$ cat config.mk
export PLATFORM = sky130hd
export DESIGN_NAME = tinytpu_ctrl_flat
export DESIGN_NICKNAME = d
export VERILOG_FILES = /design/src/rtl/tinytpu_ctrl_if.sv /design/src/rtl/tinytpu_ctrl.sv /design/src/flat_wrapper.sv
export SDC_FILE = /design/constraint.sdc
export NUM_CORES = 1
export LEC_CHECK = 0
export ABC_AREA = 1
export CORE_ASPECT_RATIO = 0.7
export CORE_UTILIZATION = 52
export CTS_BUF_LIST = sky130_fd_sc_hd__clkbuf_2 sky130_fd_sc_hd__clkbuf_4 sky130_fd_sc_hd__clkbuf_8
export DETAILED_ROUTE_END_ITERATION = 10
export PLACE_DENSITY = 0.82
export SLEW_MARGIN = 30
export SYNTH_ARGS = -nofsm -noshare
export SYNTH_HDL_FRONTEND = slang
export SYNTH_SLANG_ARGS = --single-unit
$ cat constraint.sdc
create_clock -name clk -period 2.3 [get_ports clk]
set_clock_uncertainty 0.1 [all_clocks]
set_input_delay 0.345 -clock clk [delete_from_list [all_inputs] [get_ports clk]]
set_output_delay 0.345 -clock clk [all_outputs]
set_load 0.005 [all_outputs]
$ cat src/rtl/tinytpu_ctrl_if.sv
// Bus between the tinytpu sequencer (master) and the operand buffer / systolic array datapath (slave).
interface tinytpu_ctrl_if #(
    parameter int D_W  = 8,
    parameter int N    = 2,
    parameter int WORD = 4,
    parameter int Z_W  = 17,
    parameter int AW   = (WORD > 1) ? $clog2(WORD) : 1,
    parameter int SW   = $clog2(3*N-2) + 1
);
    logic           buf_we;
    logic [AW-1:0]  buf_addr;
    logic [D_W-1:0] buf_x;
    logic [D_W-1:0] buf_y;
    logic           arr_clr;
    logic           arr_en;
    logic [SW-1:0]  arr_step;
    logic [AW-1:0]  z_sel;
    logic [Z_W-1:0] z_data;

    modport master (
        output buf_we, buf_addr, buf_x, buf_y, arr_clr, arr_en, arr_step, z_sel,
        input  z_data
    );

    modport slave (
        input  buf_we, buf_addr, buf_x, buf_y, arr_clr, arr_en, arr_step, z_sel,
        output z_data
    );
endinterface

$ cat src/rtl/tinytpu_ctrl.sv
// tinytpu phase sequencer: serial operand load, buffer commit, fixed compute window, serial result TX.
module tinytpu_ctrl #(
    parameter int D_W  = 8,
    parameter int N    = 2,
    parameter int WORD = 4,
    parameter int Z_W  = 17
) (
    input  logic           clk,
    input  logic           rst_n,
    input  logic           init_i,
    input  logic           load_en_i,
    input  logic           data_in_x_i,
    input  logic           data_in_y_i,
    output logic           data_out_z_o,
    output logic           tx_ready_o,
    output logic           busy_o,
    output logic           done_o,
    tinytpu_ctrl_if.master bus
);
    localparam int AW        = (WORD > 1) ? $clog2(WORD) : 1;
    localparam int SW        = $clog2(3*N-2) + 1;
    localparam int BW        = (D_W > 1) ? $clog2(D_W) : 1;
    localparam int TW        = (Z_W > 1) ? $clog2(Z_W) : 1;
    localparam int LAST_STEP = 3*N - 3;

    typedef enum logic [2:0] {S_IDLE, S_LOAD, S_COMMIT, S_COMPUTE, S_TX} state_t;

    state_t         state_q, state_d;
    logic [BW-1:0]  bc_q, bc_d;
    logic [AW-1:0]  ec_q, ec_d;
    logic [SW-1:0]  step_q, step_d;
    logic [TW-1:0]  tb_q, tb_d;
    logic [AW-1:0]  zi_q, zi_d;
    // Only D_W-1 bits are kept; the final bit is taken straight from the pin when the element completes.
    logic [D_W-2:0] x_sr_q, x_sr_d, y_sr_q, y_sr_d;
    logic [D_W-1:0] x_full, y_full;
    logic           elem_done, tx_last;

    logic           buf_we_q, buf_we_d;
    logic [AW-1:0]  buf_addr_q, buf_addr_d;
    logic [D_W-1:0] buf_x_q, buf_x_d, buf_y_q, buf_y_d;
    logic           arr_clr_q, arr_clr_d;
    logic           arr_en_q, arr_en_d;
    logic           tx_ready_q, tx_ready_d;
    logic           busy_q, busy_d;
    logic           done_q, done_d;

    assign x_full = {x_sr_q, data_in_x_i};
    assign y_full = {y_sr_q, data_in_y_i};

    always_ff @(posedge clk) begin
        if (!rst_n) begin
            state_q    <= S_IDLE;
            bc_q       <= '0;
            ec_q       <= '0;
            step_q     <= '0;
            tb_q       <= '0;
            zi_q       <= '0;
            x_sr_q     <= '0;
            y_sr_q     <= '0;
            buf_we_q   <= 1'b0;
            buf_addr_q <= '0;
            buf_x_q    <= '0;
            buf_y_q    <= '0;
            arr_clr_q  <= 1'b0;
            arr_en_q   <= 1'b0;
            tx_ready_q <= 1'b0;
            busy_q     <= 1'b0;
            done_q     <= 1'b0;
        end else begin
            state_q    <= state_d;
            bc_q       <= bc_d;
            ec_q       <= ec_d;
            step_q     <= step_d;
            tb_q       <= tb_d;
            zi_q       <= zi_d;
            x_sr_q     <= x_sr_d;
            y_sr_q     <= y_sr_d;
            buf_we_q   <= buf_we_d;
            buf_addr_q <= buf_addr_d;
            buf_x_q    <= buf_x_d;
            buf_y_q    <= buf_y_d;
            arr_clr_q  <= arr_clr_d;
            arr_en_q   <= arr_en_d;
            tx_ready_q <= tx_ready_d;
            busy_q     <= busy_d;
            done_q     <= done_d;
        end
    end

    // Step and TX counters default to zero so they are always clean on entry to their phase.
    always_comb begin
        state_d   = state_q;
        bc_d      = bc_q;
        ec_d      = ec_q;
        step_d    = '0;
        tb_d      = '0;
        zi_d      = '0;
        x_sr_d    = x_sr_q;
        y_sr_d    = y_sr_q;
        elem_done = 1'b0;
        tx_last   = 1'b0;
        if (init_i) begin
            state_d = S_LOAD;
            bc_d    = '0;
            ec_d    = '0;
            x_sr_d  = '0;
            y_sr_d  = '0;
        end else begin
            case (state_q)
                S_IDLE: state_d = S_IDLE;
                S_LOAD: begin
                    if (load_en_i) begin
                        x_sr_d = x_full[D_W-2:0];
                        y_sr_d = y_full[D_W-2:0];
                        if (bc_q == BW'(D_W-1)) begin
                            bc_d      = '0;
                            elem_done = 1'b1;
                            if (ec_q == AW'(WORD-1)) begin
                                ec_d    = '0;
                                state_d = S_COMMIT;
                            end else begin
                                ec_d = ec_q + 1'b1;
                            end
                        end else begin
                            bc_d = bc_q + 1'b1;
                        end
                    end
                end
                S_COMMIT: state_d = S_COMPUTE;
                S_COMPUTE: begin
                    if (step_q == SW'(LAST_STEP)) begin
                        state_d = S_TX;
                    end else begin
                        step_d = step_q + 1'b1;
                    end
                end
                S_TX: begin
                    tb_d = tb_q + 1'b1;
                    zi_d = zi_q;
                    if (tb_q == TW'(Z_W-1)) begin
                        tb_d = '0;
                        if (zi_q == AW'(WORD-1)) begin
                            zi_d    = '0;
                            tx_last = 1'b1;
                            state_d = S_IDLE;
                        end else begin
                            zi_d = zi_q + 1'b1;
                        end
                    end
                end
                default: state_d = S_IDLE;
            endcase
        end
    end

    // Outputs are decoded from the next state so they line up with the state register.
    always_comb begin
        arr_clr_d  = init_i;
        arr_en_d   = (state_d == S_COMPUTE);
        tx_ready_d = (state_d == S_TX);
        busy_d     = (state_d != S_IDLE);
        done_d     = tx_last;
        buf_we_d   = elem_done;
        buf_addr_d = elem_done ? ec_q   : buf_addr_q;
        buf_x_d    = elem_done ? x_full : buf_x_q;
        buf_y_d    = elem_done ? y_full : buf_y_q;
    end

    assign bus.buf_we   = buf_we_q;
    assign bus.buf_addr = buf_addr_q;
    assign bus.buf_x    = buf_x_q;
    assign bus.buf_y    = buf_y_q;
    assign bus.arr_clr  = arr_clr_q;
    assign bus.arr_en   = arr_en_q;
    assign bus.arr_step = step_q;
    assign bus.z_sel    = zi_q;

    assign data_out_z_o = tx_ready_q & bus.z_data[TW'(Z_W-1) - tb_q];
    assign tx_ready_o   = tx_ready_q;
    assign busy_o       = busy_q;
    assign done_o       = done_q;
endmodule
$ cat src/flat_wrapper.sv
// flat-port wrapper written by rule: the top's interface ports become plain ports
module tinytpu_ctrl_flat 
#(
    parameter int D_W  = 8,
    parameter int N    = 2,
    parameter int WORD = 4,
    parameter int Z_W  = 17
)
  (clk, rst_n, init_i, load_en_i, data_in_x_i, data_in_y_i, data_out_z_o, tx_ready_o, busy_o, done_o, bus_buf_we, bus_buf_addr, bus_buf_x, bus_buf_y, bus_arr_clr, bus_arr_en, bus_arr_step, bus_z_sel, bus_z_data);
  tinytpu_ctrl_if #(.D_W(D_W), .N(N), .WORD(WORD), .Z_W(Z_W)) bus_i ();
  input  logic clk;
  input  logic rst_n;
  input  logic init_i;
  input  logic load_en_i;
  input  logic data_in_x_i;
  input  logic data_in_y_i;
  output logic data_out_z_o;
  output logic tx_ready_o;
  output logic busy_o;
  output logic done_o;
  output wire logic [$bits(bus_i.buf_we)-1:0] bus_buf_we;
  output wire logic [$bits(bus_i.buf_addr)-1:0] bus_buf_addr;
  output wire logic [$bits(bus_i.buf_x)-1:0] bus_buf_x;
  output wire logic [$bits(bus_i.buf_y)-1:0] bus_buf_y;
  output wire logic [$bits(bus_i.arr_clr)-1:0] bus_arr_clr;
  output wire logic [$bits(bus_i.arr_en)-1:0] bus_arr_en;
  output wire logic [$bits(bus_i.arr_step)-1:0] bus_arr_step;
  output wire logic [$bits(bus_i.z_sel)-1:0] bus_z_sel;
  input wire logic [$bits(bus_i.z_data)-1:0] bus_z_data;
  assign bus_buf_we = bus_i.buf_we;
  assign bus_buf_addr = bus_i.buf_addr;
  assign bus_buf_x = bus_i.buf_x;
  assign bus_buf_y = bus_i.buf_y;
  assign bus_arr_clr = bus_i.arr_clr;
  assign bus_arr_en = bus_i.arr_en;
  assign bus_arr_step = bus_i.arr_step;
  assign bus_z_sel = bus_i.z_sel;
  assign bus_i.z_data = bus_z_data;
  tinytpu_ctrl #(.D_W(D_W), .N(N), .WORD(WORD), .Z_W(Z_W)) u_core (.clk(clk), .rst_n(rst_n), .init_i(init_i), .load_en_i(load_en_i), .data_in_x_i(data_in_x_i), .data_in_y_i(data_in_y_i), .data_out_z_o(data_out_z_o), .tx_ready_o(tx_ready_o), .busy_o(busy_o), .done_o(done_o), .bus(bus_i));
endmodule
==> results <==
- The run finished with clean final reports.
- Averaged over all synthesized cells, the footprint is 7.58 µm².
- Dividing the final minimum period by the clock period gives 96.1%.
- The half-perimeter wire length after placement is 3800 µm.
- In this run the clock root is driven by a sky130_fd_sc_hd__clkbuf_8.
- The number of hold violations in the final report is 0.
- Broken down by cell family, the worst path's largest delay share belongs to adder cells.
- The net count after synthesis is 353.
- The sum of buffers and inverters on the critical path is 2.
- The maximum number of pins on one net before global-route repair is 24.
- The starting density of the core is between 50% and 60%.
- The clock transition time at the flip-flop clock pins of the worst setup and hold paths is 0.09 ns.
- The smallest clock period supported by the final layout is computed as 2.21 ns.
- From bottom edge to top edge, the die measures 59.2 µm.
- Max-cap violations in this run came to 0.
- The global-route usage over all layers is approximately 23%.
- The worst setup slack after placement is -0.131 ns.
- The via count of the first global-routing pass is roughly 2100.
- Once placement finished, the instance area stood at 3040 µm².
- The H-tree was split into 2 levels.
- The synthesized netlist occupies a cell area of between 2000 and 2500 µm².
- The region available for standard cell placement spans 4400 µm².
- The repair_antennas step left the layout with diodes totalling 0.
- The first-pass detailed-route iteration total is 4.
- Leaving out fill and tap cells, the most frequent cells in the layout are sky130_fd_sc_hd__nand2_1, sky130_fd_sc_hd__dfxtp_1, sky130_fd_sc_hd__clkdlybuf4s50_1.
- After global routing the overflow that remains totals 0.
- The proportion of synthesized chip area in sequential cells is around 46%.
- Along the worst path, the maximum fanout reaches 2.
- The die is 83.7 µm wide.
- The number of antenna violations at the first check in global routing is 0.
- STA classifies the critical path startpoint as a flop.
- The number of buffers created by CTS is 5.
- The number of buffers on the longest clock path is 2.
- In the final routed layout, each cell accounts on average for roughly 12 µm.
- The clock tree from TritonCTS is done.
- The count of boundary I/O pins is 53.
- The detail route stage leaves a number of antenna-violating nets equal to 0.
- The post-route non-filler standard cell count is between 400 and 500.
- The actual slew at the worst max-slew pin is 0.371 ns.
- The register-to-register setup slack is 0.53 ns.
- The share of post-route cells with drive strength above 1 is 10.7%.
- Including well taps, the total number of placed cells is between 400 and 500.
- The slowest stage of the critical path belongs to the cell sky130_fd_sc_hd__dfxtp_2.
- Counting distinct cell types in the post-synthesis netlist gives 28.
- For this block, the routed nets add up to about 5400 µm of wire.
- The required time reported for the critical path endpoint is about 1.9 ns.
- The worst slew slack as a fraction of its limit is about three quarters.
- In this run, post-CTS hold repair placed 0 buffers.
- On the worst path, the slowest cell contributes a delay of around 0.34 ns.
- The maximum operating frequency is ~450 MHz.
- The register bit count reported by yosys is 56.
- Synthesis produced a netlist whose cell count is 321.
- The placer's final routability congestion estimate is 0.875.
- The critical path arrival is about 1.8 ns.
- For this design, the sink count on the clock tree is 56.
- Summing internal, switching and leakage power gives 1750 µW.
- The die covers slightly below 5000 µm².
- The number of warnings printed during yosys synthesis is 0.
- Walking the worst path, the cells encountered are inv_2 -> ha_4 -> nand2_2 -> nor2_2 -> ha_1 -> nand2_1 -> nor3_2 -> nand3_1 -> a21oi_2 -> buf_2.
- The static leakage power is between 0.001 and 0.0015 µW.
- The number of max-slew violations in the final report came to 0.
- After routing the design area is ~3200 µm².
- For this block, the via count after detailed routing is 2224.
- The filler cells instantiated in the layout total approximately 350.
- The worst ir drop on vdd is about 0.45 mV.
- The net count reported at finish is 413.
- For this run, design rule violations remaining after detail routing come to 0.
- Cells fill between 70% and 80% of the core in the end.
- The final setup violation count is 0.
- Leaving out fill and tap cells, the most frequent cell in the layout is sky130_fd_sc_hd__nand2_1.
- The path type of the worst min-delay path is reg2reg.
- Row generation in the floorplan step produced 20 rows.
- The total of buffers placed on input and output ports is 52.
- The type of the worst setup path is reg2out.
- The first global-routing pass estimated between 8000 and 9000 µm of wire.
- STA classifies the critical path endpoint as an output pin.
- Power spread over the standard cell area amounts to about 550 nW/µm².
- Clock latency on the worst-skew pair, taken at its later pin, is roughly 0.31 ns.
- The setup slack after layout is roughly 0.09 ns.
- Setup repair after global routing could not meet its margin everywhere.
- The area growth from synthesis to layout is 31.1%.
- The via density per instance is a little over 5.
- The first routing iteration left about 110 violations.
[state kept, by name, indices dropped and copies added, names as in the netlist]
register,flops
u_core.tb_q,5
u_core.bus.arr_step,3
u_core.bus.arr_clr,1
u_core.bus.buf_we,1
u_core.state_q,3
u_core.ec_q,2
u_core.y_sr_q,7
u_core.x_sr_q,7
u_core.bc_q,3
u_core.bus.buf_x,8
u_core.bus.buf_addr,2
u_core.tx_ready_o,1
u_core.bus.arr_en,1
u_core.bus.buf_y,8
u_core.busy_o,1
u_core.done_o,1
u_core.bus.z_sel,2
[what timing repair did]
item,CTS,global route
buffers inserted,0,1
pin swaps,4,7
endpoints found under the setup margin,1,1
endpoints found under the hold margin,0,0
gates resized for setup,7,8
[Yosys cell counts]
| library cell | number | area [µm²] |
|---|---|---|
| sky130_fd_sc_hd__buf_2 | 4 | 20.0 |
| sky130_fd_sc_hd__buf_6 | 3 | 33.8 |
| sky130_fd_sc_hd__clkbuf_1 | 5 | 18.8 |
| sky130_fd_sc_hd__a21o_1 | 1 | 7.51 |
| sky130_fd_sc_hd__nor2_1 | 38 | 143 |
| sky130_fd_sc_hd__nand2_4 | 2 | 22.5 |
| sky130_fd_sc_hd__nand4_1 | 1 | 6.26 |
| sky130_fd_sc_hd__buf_4 | 1 | 7.51 |
| sky130_fd_sc_hd__clkinv_1 | 2 | 7.51 |
| sky130_fd_sc_hd__o211a_1 | 2 | 20.0 |
| sky130_fd_sc_hd__o21ai_0 | 17 | 85.1 |
| sky130_fd_sc_hd__nand2_1 | 64 | 240 |
| sky130_fd_sc_hd__nor2_8 | 1 | 20.0 |
| sky130_fd_sc_hd__a31oi_1 | 1 | 6.26 |
| sky130_fd_sc_hd__nor2_2 | 1 | 6.26 |
| sky130_fd_sc_hd__a21oi_1 | 28 | 140 |
| sky130_fd_sc_hd__o31ai_1 | 2 | 15.0 |
| sky130_fd_sc_hd__ha_1 | 9 | 113 |
| sky130_fd_sc_hd__xnor2_1 | 2 | 17.5 |
| sky130_fd_sc_hd__dfxtp_1 | 56 | 1120 |
| sky130_fd_sc_hd__inv_2 | 2 | 7.51 |
| sky130_fd_sc_hd__xor2_1 | 2 | 17.5 |
| sky130_fd_sc_hd__nand3_1 | 36 | 180 |
| sky130_fd_sc_hd__inv_1 | 34 | 128 |
| sky130_fd_sc_hd__nor3_1 | 4 | 20.0 |
| sky130_fd_sc_hd__nand3_2 | 1 | 10.0 |
| sky130_fd_sc_hd__nor2_4 | 1 | 11.3 |
| sky130_fd_sc_hd__nor3b_1 | 1 | 7.51 |
[metal layers]
layer | wire (µm) | global-route usage, % | vias to the layer above
met1 | 2560 | 28.9 | 1013
met5 | 0 | 0 | -
met3 | 329 | 5.57 | 4
met2 | 2490 | 38.6 | 62
li1 | - | - | 1145
met4 | 37 | 6.54 | 0
[area by class of cell]
cell class / instances / area, µm² / share of cell area, %
clock buffer: 6 / 76.3 / 2.39
multi-input combinational: 214 / 1120 / 35.2
sequential: 56 / 1120 / 35.2
clock inverter: 2 / 35.0 / 1.10
timing repair buffer: 66 / 621 / 19.5
inverter: 38 / 143 / 4.47
tap: 55 / 68.8 / 2.16
[tightest hold or removal path, cell delays in order (launching register included)]
cell and delay (ns):
sky130_fd_sc_hd__dfxtp_1 0.32, sky130_fd_sc_hd__nand2_1 0.06, sky130_fd_sc_hd__a21oi_1 0.05
[cells by family (layout without fill, tap and decap cells)]
family	count (synthesis)	in the layout	synth area share, %
AND/OR/NAND/NOR	150	150	27.4
flip-flops	56	56	46.1
AO/OA/AOI/OAI	51	51	11.3
buffers and inverters	51	112	9.16
adder cells (fa/ha/maj)	9	9	4.63
XOR/XNOR	4	4	1.44
[path summary, 6_finish.rpt]
kind	from	end	cells past startpoint
min reg2reg	u_core.bus.buf_x[3]$_SDFFE_PN0P_	u_core.bus.buf_x[3]$_SDFFE_PN0P_	2
max	u_core.tb_q[1]$_SDFF_PP0_	data_out_z_o	10
min	u_core.bus.buf_x[3]$_SDFFE_PN0P_	u_core.bus.buf_x[3]$_SDFFE_PN0P_	2
max reg2reg	u_core.state_q[0]$_SDFF_PN0_	u_core.bus.buf_addr[0]$_SDFFE_PN0P_	9
[metrics by stage]
stage,setup TNS (ns),hold slack [ns]
CTS,0,0.369
detailed placement,-0.131,0.349
finish,0,0.364
global route,-0.0376,0.388
floorplan,0,0.332
global placement,-0.0502,0.334
[report_power, final]
group          internal (µW)  switching [µW]  leakage (µW)
Sequential               980            6.83      0.000454
Clock                    335             301     0.0000586
Combinational           59.9            62.6      0.000825
Total                   1370             370       0.00134
No activity file was read; power rests on OpenSTA's default activity.
